--- src/rtl/mem_port_arbiter.sv ---
// Shares one single-ported memory between the fetch and load/store paths.
// One outstanding transaction at a time, with fetch-starvation guard and response timeout.
module mem_port_arbiter #(
  parameter int unsigned AW           = 32,
  parameter int unsigned DW           = 32,
  parameter int unsigned MAX_D_STREAK = 4,
  parameter int unsigned TIMEOUT      = 16
) (
  input  logic            clk,
  input  logic            rst_n,
  input  logic            i_req,
  input  logic [AW-1:0]   i_addr,
  output logic            i_gnt,
  output logic            i_rvalid,
  output logic [DW-1:0]   i_rdata,
  output logic            i_err,
  input  logic            d_req,
  input  logic            d_we,
  input  logic [AW-1:0]   d_addr,
  input  logic [DW-1:0]   d_wdata,
  input  logic [DW/8-1:0] d_be,
  output logic            d_gnt,
  output logic            d_rvalid,
  output logic [DW-1:0]   d_rdata,
  output logic            d_err,
  output logic            m_req,
  output logic            m_we,
  output logic [AW-1:0]   m_addr,
  output logic [DW-1:0]   m_wdata,
  output logic [DW/8-1:0] m_be,
  input  logic            m_gnt,
  input  logic            m_rvalid,
  input  logic [DW-1:0]   m_rdata,
  output logic            busy
);

  localparam int unsigned SW = $clog2(MAX_D_STREAK + 1);
  localparam int unsigned TW = (TIMEOUT > 2) ? $clog2(TIMEOUT) : 1;
  localparam logic [SW-1:0] StreakMax = SW'(MAX_D_STREAK);
  localparam logic [TW-1:0] TcntLast  = TW'(TIMEOUT - 1);

  typedef enum logic [1:0] {StIdle, StReq, StWait} state_e;

  state_e        r_state, w_state_nxt;
  logic          r_owner, w_owner_nxt;   // 1 = data path owns the port
  logic          r_we, w_we_nxt;         // owner's transaction is a store
  logic [SW-1:0] r_streak, w_streak_nxt;
  logic [TW-1:0] r_tcnt, w_tcnt_nxt;

  logic          w_winner_d, w_sel_d, w_sel_req, w_issue, w_grant;
  logic          w_resp_ok, w_timeout, w_resp;
  logic [DW-1:0] w_rdata;

  always_ff @(posedge clk or negedge rst_n) begin
    if (!rst_n) begin
      r_state  <= StIdle;
      r_owner  <= 1'b0;
      r_we     <= 1'b0;
      r_streak <= '0;
      r_tcnt   <= '0;
    end else begin
      r_state  <= w_state_nxt;
      r_owner  <= w_owner_nxt;
      r_we     <= w_we_nxt;
      r_streak <= w_streak_nxt;
      r_tcnt   <= w_tcnt_nxt;
    end
  end

  // Data wins ties until it has taken MAX_D_STREAK grants in a row over a waiting fetch.
  assign w_winner_d = d_req && (!i_req || (r_streak != StreakMax));
  assign w_sel_d    = (r_state == StIdle) ? w_winner_d : r_owner;
  assign w_sel_req  = w_sel_d ? d_req : i_req;
  assign w_issue    = ((r_state == StIdle) || (r_state == StReq)) && w_sel_req;
  assign w_grant    = w_issue && m_gnt;
  assign w_resp_ok  = (r_state == StWait) && m_rvalid;
  assign w_timeout  = (r_state == StWait) && !m_rvalid && (r_tcnt == TcntLast);
  assign w_resp     = w_resp_ok || w_timeout;
  assign w_rdata    = (w_resp_ok && !r_we) ? m_rdata : '0;

  always_comb begin
    w_state_nxt  = r_state;
    w_owner_nxt  = r_owner;
    w_we_nxt     = r_we;
    w_streak_nxt = r_streak;
    w_tcnt_nxt   = r_tcnt;
    unique case (r_state)
      StIdle: begin
        if (w_issue) begin
          w_owner_nxt = w_winner_d;
          w_we_nxt    = w_winner_d && d_we;
          w_state_nxt = m_gnt ? StWait : StReq;
        end
      end
      StReq: begin
        if (!w_sel_req) begin
          w_state_nxt = StIdle;
        end else if (m_gnt) begin
          w_state_nxt = StWait;
        end
      end
      StWait: begin
        w_tcnt_nxt = r_tcnt + TW'(1);
        if (w_resp) begin
          w_tcnt_nxt  = '0;
          w_state_nxt = StIdle;
        end
      end
      default: w_state_nxt = StIdle;
    endcase
    if (w_grant) begin
      if (!w_sel_d || !i_req) begin
        w_streak_nxt = '0;
      end else if (r_streak != StreakMax) begin
        w_streak_nxt = r_streak + SW'(1);
      end
    end
  end

  // Combinational outputs are gated by rst_n so they clear asynchronously too.
  assign m_req    = rst_n && w_issue;
  assign m_we     = rst_n && w_issue && w_sel_d && d_we;
  assign m_addr   = (rst_n && w_issue) ? (w_sel_d ? d_addr : i_addr) : '0;
  assign m_wdata  = (rst_n && w_issue && w_sel_d) ? d_wdata : '0;
  assign m_be     = (rst_n && w_issue && w_sel_d) ? d_be : '0;

  assign i_gnt    = rst_n && w_grant && !w_sel_d;
  assign d_gnt    = rst_n && w_grant && w_sel_d;
  assign i_rvalid = rst_n && w_resp && !r_owner;
  assign d_rvalid = rst_n && w_resp && r_owner;
  assign i_err    = rst_n && w_timeout && !r_owner;
  assign d_err    = rst_n && w_timeout && r_owner;
  assign i_rdata  = (rst_n && w_resp && !r_owner) ? w_rdata : '0;
  assign d_rdata  = (rst_n && w_resp && r_owner) ? w_rdata : '0;
  assign busy     = rst_n && (r_state != StIdle);

endmodule

--- config.mk ---
export PLATFORM = sky130hd
export DESIGN_NAME = mem_port_arbiter
export DESIGN_NICKNAME = d
export VERILOG_FILES = /design/src/rtl/mem_port_arbiter.sv
export SDC_FILE = /design/constraint.sdc
export NUM_CORES = 1
export LEC_CHECK = 0
export BUFFER_PORTS_ARGS = -buffer_cell sky130_fd_sc_hd__buf_4
export CAP_MARGIN = 30
export CORE_AREA = 5 5 105 107
export DETAILED_ROUTE_END_ITERATION = 8
export DIE_AREA = 0 0 110 112
export HOLD_SLACK_MARGIN = 0.03
export PLACE_DENSITY = 0.59
export SKIP_CTS_REPAIR_TIMING = 1
export SLEW_MARGIN = 20
export SYNTH_ARGS = -nofsm -noshare
export SYNTH_HDL_FRONTEND = slang
export SYNTH_SLANG_ARGS = --single-unit
export TNS_END_PERCENT = 30
--- constraint.sdc ---
create_clock -name clk -period 3 [get_ports clk]
set_clock_uncertainty 0.1 [all_clocks]
set_input_delay 0 -clock clk [delete_from_list [all_inputs] [get_ports clk]]
set_output_delay 0 -clock clk [all_outputs]
set_load 0.05 [all_outputs]
======== Word-level counts from Yosys, hierarchy flattened ========
Index checks and enable logic that the tools add are counted.
cells by class
  add/subtract/negate cells ............... 2
  multiplexer cells ....................... 18
  reductions and logical operators ........ 36
  equal/unequal tests ..................... 7
operators with widths
  operator               number
  $mux W32               6
  $logic_and A1 B1 Y1    21
  $mux W2                5
  $mux W4                2
  $mux W3                2
  $ne A3 B3 Y1 const B   2
  $pmux W2 S3            1
  $logic_not A1 Y1       5
  $add A4 B1 Y4 const B  1
  $eq A4 B4 Y1 const B   1
  $logic_or A1 B1 Y1     4
  $ne A2 B2 Y1 const B   2
  $reduce_and A2 Y1      2
  $reduce_bool A2 Y1     2
  $add A3 B1 Y3 const B  1
  $reduce_and A3 Y1      1
  $eq A2 B1 Y1 const B   1
  $eq A2 B2 Y1 const B   1
  $logic_not A2 Y1       1
  $mux W1                2
word-level totals
  word-level logic and storage cells ...... 68
  register bits ........................... 11
  output and inout port bits .............. 141

======== Logic depth before layout (Yosys ltp) ========
Gate-level depths: netlist of the first run.
  word-level depth ........................ 9
  mapped depth ............................ 8
  gate-level depth less buffers ........... 7

======== Least setup slack after synthesis of the first run ========
OpenSTA, ideal clock, no wires.
  kind .................................... register to output
  start point ............................. register r_streak[0]
  end point ............................... output m_addr[10]
  required time ........................... 2.900 ns
  stages on the path, launching flop included .. 9
  buffers on the path ..................... 1
  arrival time ............................ 1.998 ns
  slack ................................... 0.902 ns
  path through ............................ dfrtp_1 > inv_1 > ha_1 > nand3_1 > and3_4 > nor2_4 > buf_4 > nand2_1 > a21oi_1
between the ends
  longest elaborated chain between the ends .. 8
RTL lines
  element                   line  RTL
  start: declaration        47    logic [SW-1:0] r_streak, w_streak_nxt;
  start signal: assignment  65    r_streak <= w_streak_nxt;
  $ne A3 B3 Y1 (*)          71    assign w_winner_d = d_req && (!i_req || (r_streak != StreakMax));
  $logic_or A1 B1 Y1 (*)    71
  $logic_and A1 B1 Y1 (*)   71
  $mux W1 (*)               72    assign w_sel_d = (r_state == StIdle) ? w_winner_d : r_owner;
  $mux W1                   73    assign w_sel_req = w_sel_d ? d_req : i_req;
  $logic_and A1 B1 Y1       74    assign w_issue = ((r_state == StIdle) || (r_state == StReq)) && w_sel_req;
  $logic_and A1 B1 Y1       123   assign m_addr = (rst_n && w_issue) ? (w_sel_d ? d_addr : i_addr) : '0;
  $mux W32 (*)              123
  end: declaration          28    output logic [AW-1:0] m_addr,
Mark *: on every way between the ends. The rest lies on a longest branch, timed or not.

======== Worst setup path in the final report of the first run ========
  start point ............................. register r_streak[0]
  end point ............................... output m_addr[8]
The elaborated chain is that of the path after synthesis.

==> results of run 1 <==
==> power breakdown <==
group	total (mW)	switching [mW]	internal [mW]	leakage, nW
sequential	0.248	0.0532	0.195	0.142
clock	0.148	0.0546	0.0932	0.0228
combinational	1.25	0.828	0.426	2.01
total	1.65	0.936	0.715	2.18
==> stage by stage <==
step / util / std cells / hold WS (ns) / cell area, sq um / setup slack, ns
finish: 0.407 / 737 / 0.00595 / 4090 / 0.556
global route: 0.407 / 737 / 0.0328 / 4090 / 0.351
CTS: 0.403 / 733 / -0.486 / 4050 / 0.538
detailed placement: 0.399 / 729 / -0.226 / 4010 / 0.812
global placement: 0.399 / 729 / -0.227 / 4010 / 0.832
floorplan: - / 333 / -0.396 / 1880 / 0.902
==> layout by cell type, fill, tap and decap left out, drive strengths merged <==
cell and n:
buf 283, a22o 1, dfrtp 11, o31ai 2, mux2i 2, o2bb2ai 1, ha 3, nor3b 1
nand2b 2, and3 1, dlygate4sd3 4, a21o 1, a31o 1, nand3 6, nor2 76, nor3 3
nor2b 1, clkbuf 4, and2 38, o22ai 1, a21oi 33, inv 9, xor2 1, o21a 1
o21ai 3, a31oi 1, nand2 109, nand4 2
==> flip-flops by register name, indices dropped and copies added (netlist names) <==
register / cells
r_streak: 3
r_state: 2
r_we: 1
r_tcnt: 4
r_owner: 1
==> final cells by class <==
type | instances | area [sq um] | area share
sequential | 11 | 275 | 0.0673
tap | 136 | 170 | 0.0416
timing repair buffer | 287 | 2160 | 0.529
inverter | 9 | 33.8 | 0.00825
multi-input combinational | 290 | 1400 | 0.343
clock buffer | 4 | 45.0 | 0.0110
==> synthesized netlist by cell type (2+ instances only) <==
library cell    n
inv_1           7
ha_1            3
buf_2           7
nand4_1         2
buf_4          12
a21oi_1        32
nor3_1          2
nor2_1         73
and2_1         38
buf_6           3
o21ai_0         3
mux2i_1         2
nand2b_1        2
nand2_1       107
nor2_4          2
inv_2           2
nand3_1         6
dfrtp_1        11
==> worst min-delay path by stage <==
stage          slack, ns          end  cells after the start
6_report           0.006   r_state[0]                      3
5_1_grt             0.03   r_state[0]                      3
4_1_cts            -0.49  r_streak[1]                      1
3_5_place_dp       -0.23  r_streak[1]                      1
3_3_place_gp       -0.23  r_streak[1]                      1
2_1_floorplan      -0.40      r_owner                      0
==> tightest hold or removal path, cell delays in order <==
cell and delay [ns]:
buf_4 0.11, a21oi_2 0.06, nor3_1 0.12
==> cell families after synthesis <==
| family | count (synthesis) | synth area share |
|---|---|---|
| muxes | 2 | 0.0107 |
| adders and majority gates | 3 | 0.0200 |
| xor gates and xnor gates | 1 | 0.00467 |
| DFF | 11 | 0.147 |
| AOI/OAI and AO/OA | 45 | 0.142 |
| buffers and inverters | 32 | 0.105 |
| and+or+nand+nor | 239 | 0.571 |
==> per-layer routing <==
metal,vias up,GRT usage
li1,1582,-
met1,1346,0.181
met2,130,0.267
met3,4,0.0319
met4,0,0.0224
met5,-,0
==> flow_summary.ini, run 1 <==
[run_status]
outcome = complete, no violations

[die]
io_pins = 280
placement_rows = 37
die_height_microns = 112
initial_utilization = 0.187
die_area_sq_um = 12300
floorplan.core_area_sq_um = 10000
chipWidth_microns = 110

[global_routing]
antenna_found_initial = 0
grt_first_pass_wirelength_microns = 14900
grt_pass1_vias = 2893
globalRouteOverflowTotal = 0
grt_use_total = 0.148
maximum_number_of_pins_on_one_net_before_global_route_repair = 39

[yosys]
netlist_area_sq_um = 1880
post_synth_num_cell_types = 37
ys_async_sr_fraction = 1.00
synthDominantAreaCellType = nand2_1
synthesis.yosys.warnings = 0
synthCells = 333
synth.yosys.seq_area_share = 0.147
syn_nets = 475
synth_edf_count = 0
synth-seq-cells = 11
avgSynthCellArea_sq_um = 5.63
synth_flop_cell = dfrtp_1
yosys-top-cells-area = nand2_1, dfrtp_1, nor2_1
netlist.area_leader.share = 0.214

[setup_path]
worst-r2r-setup-slack_ns = 0.96
crit_path_required_time_ns = 2.90
endpoint_kind = output port
reg2regPathDepth = 6
worst-path-buf-inv = 2
timing.critical_path.arrival_ns = 2.34
slowest_stage = nor2_4
critical_path.startpoint = r_streak[0]
worstPathCellList = inv_1 -> ha_1 -> nand3_1 -> and3_4 -> nor2_4 -> nand2_1 -> a21oi_1 -> buf_4
family_with_the_most_delay_on_the_worst_path = simple AND/OR/NAND/NOR gates
termination_of_the_worst_setup_path = m_addr[8]
crit_type = flip-flop to output port
cp_num_cells = 8
crit-reg2reg-capture = r_streak[2]
critical-path-max-stage-delay_ns = 0.56
startpoint_type = flip-flop
critPathMaxFanout = 33
worst_flop_to_flop_path_startpoint = r_streak[0]

[drt]
wire_per_inst_microns = 13.7
remaining_drc_errors = 0
highest-signal-layer = met4
met3_routed_wirelength_microns = 897
detailedRoute.firstIterationViolations = 249
antenna_violation_net_count_after_detailed_routing = 0
vias = 3062
routed_via_density = 4.15
routed-wl-met2_microns = 5210
wl_microns = 10100
detail_route.wirelength.met1_microns = 3960
drt_pre_antenna_iters = 4

[sta]
finalMaxSlewViolations = 0
hold_viol_final = 0
final_worst_path_cycle_share = 0.815
maxClockFrequency_mhz = 409
max_slew_margin = 0.508
clock_period_minus_final_worst_setup_slack_ns = 2.44
fin_setup_tns_ns = 0
worst_slew_pin_slew_ns = 0.737
rsz0062_at_grt = no
final-setup-viol-count = 0

[placed_design]
place.detailed.hpwl_microns = 8350
numPortBuffers = 279
place_congestion = 0.871

[final_layout]
fin_nets = 744
insertedDiodeCount = 0
areaGrowthSynthToFinish_pct = 118
fillerInstances = 1049
post_route_cells_drive_above_1_share = 0.498

[clock_tree]
worst_setup_hold_path_clk_slew_ns = 0.05
tritoncts.num_buffers = 3
clock_root_buffer_master = clkbuf_8
clock_latency_ns = 0.24
cts_max_level = 1
clock_tree_from_tritoncts = done
cts.sinks = 11
clock_path_buffers = 2

[run]
max_cap_violation_count = 0

[power]
power.ir.vdd_worst_mv = 0.240
total_leakage_power_nw = 2.18
total_power_mw = 1.65
power_density_nw_per_um2 = 403

[min_path]
min-delay-start = i_req
hold_path.class = primary input to flip-flop
Power figures use the tool's default switching activity.
==> run 2, diff against run 1 <==
Settings changed: CORE_AREA 5 5 105 107 to 5 5 106 108, DIE_AREA 0 0 110 112 to 0 0 111 113, PLACE_DENSITY 0.59 to 0.6.
Clock period 3 ns to 2.1 ns, I/O delays scaled along.
==> run 2 against run 1 <==
  * Sequential share of layout area shrank 0.49 points
  * Highest routed layer unchanged
  * Critical path depth grew 2
  * Design area grew 7.9%
==> flow_summary.ini, run 2 (synthesis results as in run 1) <==
[final_layout]
post_route_cells_drive_above_1_share = 0.538
area.sequential_sq_um = 275
post-route-util = 0.436
most_common_library_cell_in_the_layout_ignoring_fill_and_taps = buf_4
largest_register_ffs = 4
fillerInstances = 1034
reg.largest.list = r_tcnt x4, r_streak x3, r_state x2
areaGrowthSynthToFinish_pct = 135
fin_nets = 754
reg_with_most_ffs = r_tcnt
mostFrequentLayoutCells = buf_4, nand2_1, nor2_1
multi_input_area_sq_um = 1500
insertedDiodeCount = 0

[global_routing]
antenna_found_initial = 0
maximum_number_of_pins_on_one_net_before_global_route_repair = 39
grt_first_pass_wirelength_microns = 14800
grt_use_total = 0.141
globalRouteOverflowTotal = 0
grt_pass1_vias = 2897

[setup_path]
crit_type = flip-flop to output port
worstPathCellList = inv_2 -> ha_4 -> nand3_4 -> and3_4 -> nor2_4 -> buf_12 -> buf_6 -> nand2_1 -> a21oi_1 -> buf_4
critical-path-max-stage-delay_ns = 0.39
crit_path_required_time_ns = 2.00
worst_flop_to_flop_path_startpoint = r_streak[0]
critPathMaxFanout = 8
critical_path.startpoint = r_streak[0]
worst-path-buf-inv = 4
startpoint_type = flip-flop
family_with_the_most_delay_on_the_worst_path = buffers and inverters
timing.critical_path.arrival_ns = 1.95
slowest_stage = dfrtp_1
worst-r2r-setup-slack_ns = 0.40
endpoint_kind = output port

[sta]
rsz0062_at_grt = yes
maxClockFrequency_mhz = 487
finalMaxSlewViolations = 0
hold_viol_final = 0
final_worst_path_cycle_share = 0.977
clock_period_minus_final_worst_setup_slack_ns = 2.05
final-setup-viol-count = 0
max_slew_margin = 0.701
worst_slew_pin_slew_ns = 0.447
postLayoutSetupSlackWorst_ns = 0.0473

[clock_tree]
clock_latency_ns = 0.24
clock_path_buffers = 2
worst_setup_hold_path_clk_slew_ns = 0.06
clock_tree_from_tritoncts = done
cts.sinks = 11
cts_max_level = 1
clock_root_buffer_master = clkbuf_8
tritoncts.num_buffers = 3

[power]
total_leakage_power_nw = 2.28
power.ir.vdd_worst_mv = 0.318
total_power_mw = 2.76
power_density_nw_per_um2 = 625

[drt]
vias = 3145
detailedRoute.firstIterationViolations = 219
wl_microns = 10700
antenna_violation_net_count_after_detailed_routing = 0
drt_pre_antenna_iters = 4
wire_per_inst_microns = 14.3
remaining_drc_errors = 0
routed_via_density = 4.21

[die]
initial_utilization = 0.185
die_area_sq_um = 12500
io_pins = 280
die_height_microns = 113
chipWidth_microns = 111
floorplan.core_area_sq_um = 10100
placement_rows = 37

[run_status]
outcome = complete, no violations

[placed_design]
numPortBuffers = 279
place.detailed.hpwl_microns = 8370
dp_worst_setup_slack_ns = 0.287
place_congestion = 0.848

[run]
max_cap_violation_count = 0

[min_path]
min-delay-start = i_req
hold_path.class = primary input to flip-flop
run 2: cell count changes in the layout (fill, tap and decap cells not counted), sizes merged:
cell | before | now
clkbuf | 4 | 7
buf | 283 | 290
run 2: worst min-delay path: cells and delay by family:
kind,cells,cell delay (ns)
and+or+nand+nor,1,0.14
buffers and inverters,1,0.11
AOI/OAI and AO/OA,1,0.06
run 2: path summary, 6_finish.rpt:
path | endpoint | cells past startpoint
worst max-delay path | m_addr[8] | 10
worst min-delay path | r_state[0] | 3
max in group asynchronous | r_tcnt[1] | 2
worst max register to register | r_streak[2] | 8
min in group asynchronous | r_state[0] | 2
worst min register to register | r_tcnt[1] | 2
run 2: per-layer routing:
layer | routed length, microns | global-route usage
met1 | 4250 | 0.164
met2 | 5560 | 0.265
met3 | 765 | 0.0348
met4 | 109 | 0.0213
met5 | 0 | 0
run 2: area by class of cell:
class                           instances  area share
Clock buffer                            4      0.0102
Inverter                                9     0.00765
Multi-Input combinational cell        290       0.339
Sequential cell                        11      0.0623
Tap cell                              136      0.0385
Timing Repair Buffer                  297       0.542
run 2: through the flow:
step	cells	hold slack (ns)	instance area (sq um)	setup TNS (ns)
after floorplan	333	-0.396	1880	0
after global placement	732	-0.228	4080	0
after detailed placement	732	-0.225	4080	0
after CTS	736	-0.480	4130	0
after global routing	747	0.0520	4420	-0.567
final	747	0.0340	4420	0
run 2: where the power goes:
group / total [mW] / switching (mW) / internal [mW]
clock: 0.216 / 0.0831 / 0.133
sequential: 0.358 / 0.0791 / 0.279
combinational: 2.19 / 1.32 / 0.862
total: 2.76 / 1.49 / 1.27
==> run 3, diff against run 2 <==
Settings changed: BUFFER_PORTS_ARGS -buffer_cell sky130_fd_sc_hd__buf_4 to unset, DONT_BUFFER_PORTS set to 1, PLACE_DENSITY 0.6 to 0.35.
==> run 3 against run 2 <==
  * Maximum frequency increased by 0.71%
  * Sequential power about the same
  * Cell count down 18%
  * Die area stayed put
  * Sequential share of layout area rose by 0.95 points
  * Routed wire length decreased by 9.7%
  * Global-route usage fell by 1.8 points
  * Largest cell class unchanged
  * Largest power group unchanged
==> flow_summary.ini, run 3 (synthesis results as in run 1) <==
[run_status]
outcome = complete, no violations

[clock_tree]
clock_path_buffers = 2
cts_max_level = 1
clock_tree_from_tritoncts = done
tritoncts.num_buffers = 3
worst_setup_hold_path_clk_slew_ns = 0.05
clock_latency_ns = 0.24
clock_root_buffer_master = clkbuf_8
cts.sinks = 11

[sta]
finalMaxSlewViolations = 0
max_slew_margin = 0.655
hold_slack_ns = 0.0382
final-setup-viol-count = 0
clock_period_minus_final_worst_setup_slack_ns = 2.04
hold_viol_final = 0
maxClockFrequency_mhz = 491
worst_slew_pin_slew_ns = 0.516
final_worst_path_cycle_share = 0.971
postLayoutSetupSlackWorst_ns = 0.0617

[placed_design]
place_congestion = 0.799
place.detailed.hpwl_microns = 7660
numPortBuffers = 0
dp_worst_setup_slack_ns = 0.289
postPlaceCellArea_sq_um = 3530
placedCellCount = 592

[min_path]
hold_path.class = primary input to flip-flop

[die]
placement_rows = 37
chipWidth_microns = 111
die_height_microns = 113
floorplan.core_area_sq_um = 10100
io_pins = 280
die_area_sq_um = 12500
initial_utilization = 0.185

[final_layout]
post_route_cells_drive_above_1_share = 0.382
final-instance-count-excl-fill = 610
mostFrequentLayoutCells = nand2_1, buf_4, nor2_1
stdcell_area_sq_um = 3830
reg_with_most_ffs = r_tcnt
most_common_library_cell_in_the_layout_ignoring_fill_and_taps = nand2_1
areaGrowthSynthToFinish_pct = 104
insertedDiodeCount = 0
reg.largest.list = r_tcnt x4, r_streak x3, r_state x2
fillerInstances = 1043
largest_register_ffs = 4
fin_nets = 617

[setup_path]
worst_flop_to_flop_path_startpoint = r_owner
reg2regPathDepth = 4
crit_path_required_time_ns = 2.00
termination_of_the_worst_setup_path = m_addr[27]
critical-path-max-stage-delay_ns = 0.37
timing.critical_path.arrival_ns = 1.94
worst-r2r-setup-slack_ns = 0.30
critical_path.startpoint = r_streak[1]
endpoint_kind = output port
startpoint_type = flip-flop
slowest_stage = dfrtp_1
crit-reg2reg-capture = r_state[0]
worstPathCellList = inv_1 -> ha_4 -> nand3_4 -> and3_4 -> nor2_4 -> buf_12 -> clkbuf_16 -> nand2_1 -> a21oi_2 -> buf_4
critPathMaxFanout = 8
crit_type = flip-flop to output port

[drt]
remaining_drc_errors = 0
detailedRoute.firstIterationViolations = 184
routed_via_density = 4.39
wl_microns = 9650
wire_per_inst_microns = 15.8
drt_pre_antenna_iters = 5
vias = 2677
antenna_violation_net_count_after_detailed_routing = 0

[global_routing]
maximum_number_of_pins_on_one_net_before_global_route_repair = 38
grt_use_total = 0.123
globalRouteOverflowTotal = 0
grt_first_pass_wirelength_microns = 12900
antenna_found_initial = 0
grt_pass1_vias = 2431

[run]
max_cap_violation_count = 0

[power]
power_density_nw_per_um2 = 701
power.ir.vdd_worst_mv = 0.385
total_leakage_power_nw = 1.73
total_power_mw = 2.69
-- run 3: worst max-delay path, delay by kind of cell (launching register included) --
family,cells,cell delay (ns)
flip-flops,1,0.37
AO/OA/AOI/OAI,1,0.13
adder cells (fa/ha/maj),1,0.15
buffers and inverters,4,0.61
AND/OR/NAND/NOR,4,0.44
-- run 3: through the flow --
stage | setup TNS [ns] | utilization
2_1_floorplan | 0 | -
3_3_place_gp | 0 | 0.348
3_5_place_dp | 0 | 0.348
4_1_cts | 0 | 0.353
5_1_grt | -0.136 | 0.378
6_report | 0 | 0.378
-- run 3: layout make-up --
type                       instances  area (sq um)  area share
sequential                        11           275      0.0718
tap                              136           170      0.0444
timing repair buffer             160          1840       0.480
inverter                           9          37.5     0.00980
multi-input combinational        290          1460       0.382
clock buffer                       4          45.0      0.0118
-- run 3: routing by layer --
layer  wire length, microns  global-route usage  vias to the layer above  share of wire
met5                      0                   0                        -              0
met4                     95              0.0205                        0         0.0098
met3                    900              0.0513                       12          0.093
li1                       -                   -                     1330              -
met2                   5060               0.235                      149           0.52
met1                   3600               0.127                     1186           0.37
-- run 3: how the worst min path moves through the flow --
stage               start           to  slack (ns)  cells after the start
finish              i_req   r_state[1]        0.04                      4
CTS                 rst_n  r_streak[2]       -0.65                      0
global route        d_req      r_owner        0.06                      3
floorplan           rst_n      r_owner       -0.40                      0
global placement    rst_n  r_streak[1]       -0.39                      0
detailed placement  rst_n  r_streak[0]       -0.39                      0
-- run 3: report_power, final --
group	internal [mW]	switching (mW)	total, mW
logic	0.826	1.29	2.12
clock network	0.133	0.0785	0.212
registers	0.279	0.0797	0.358
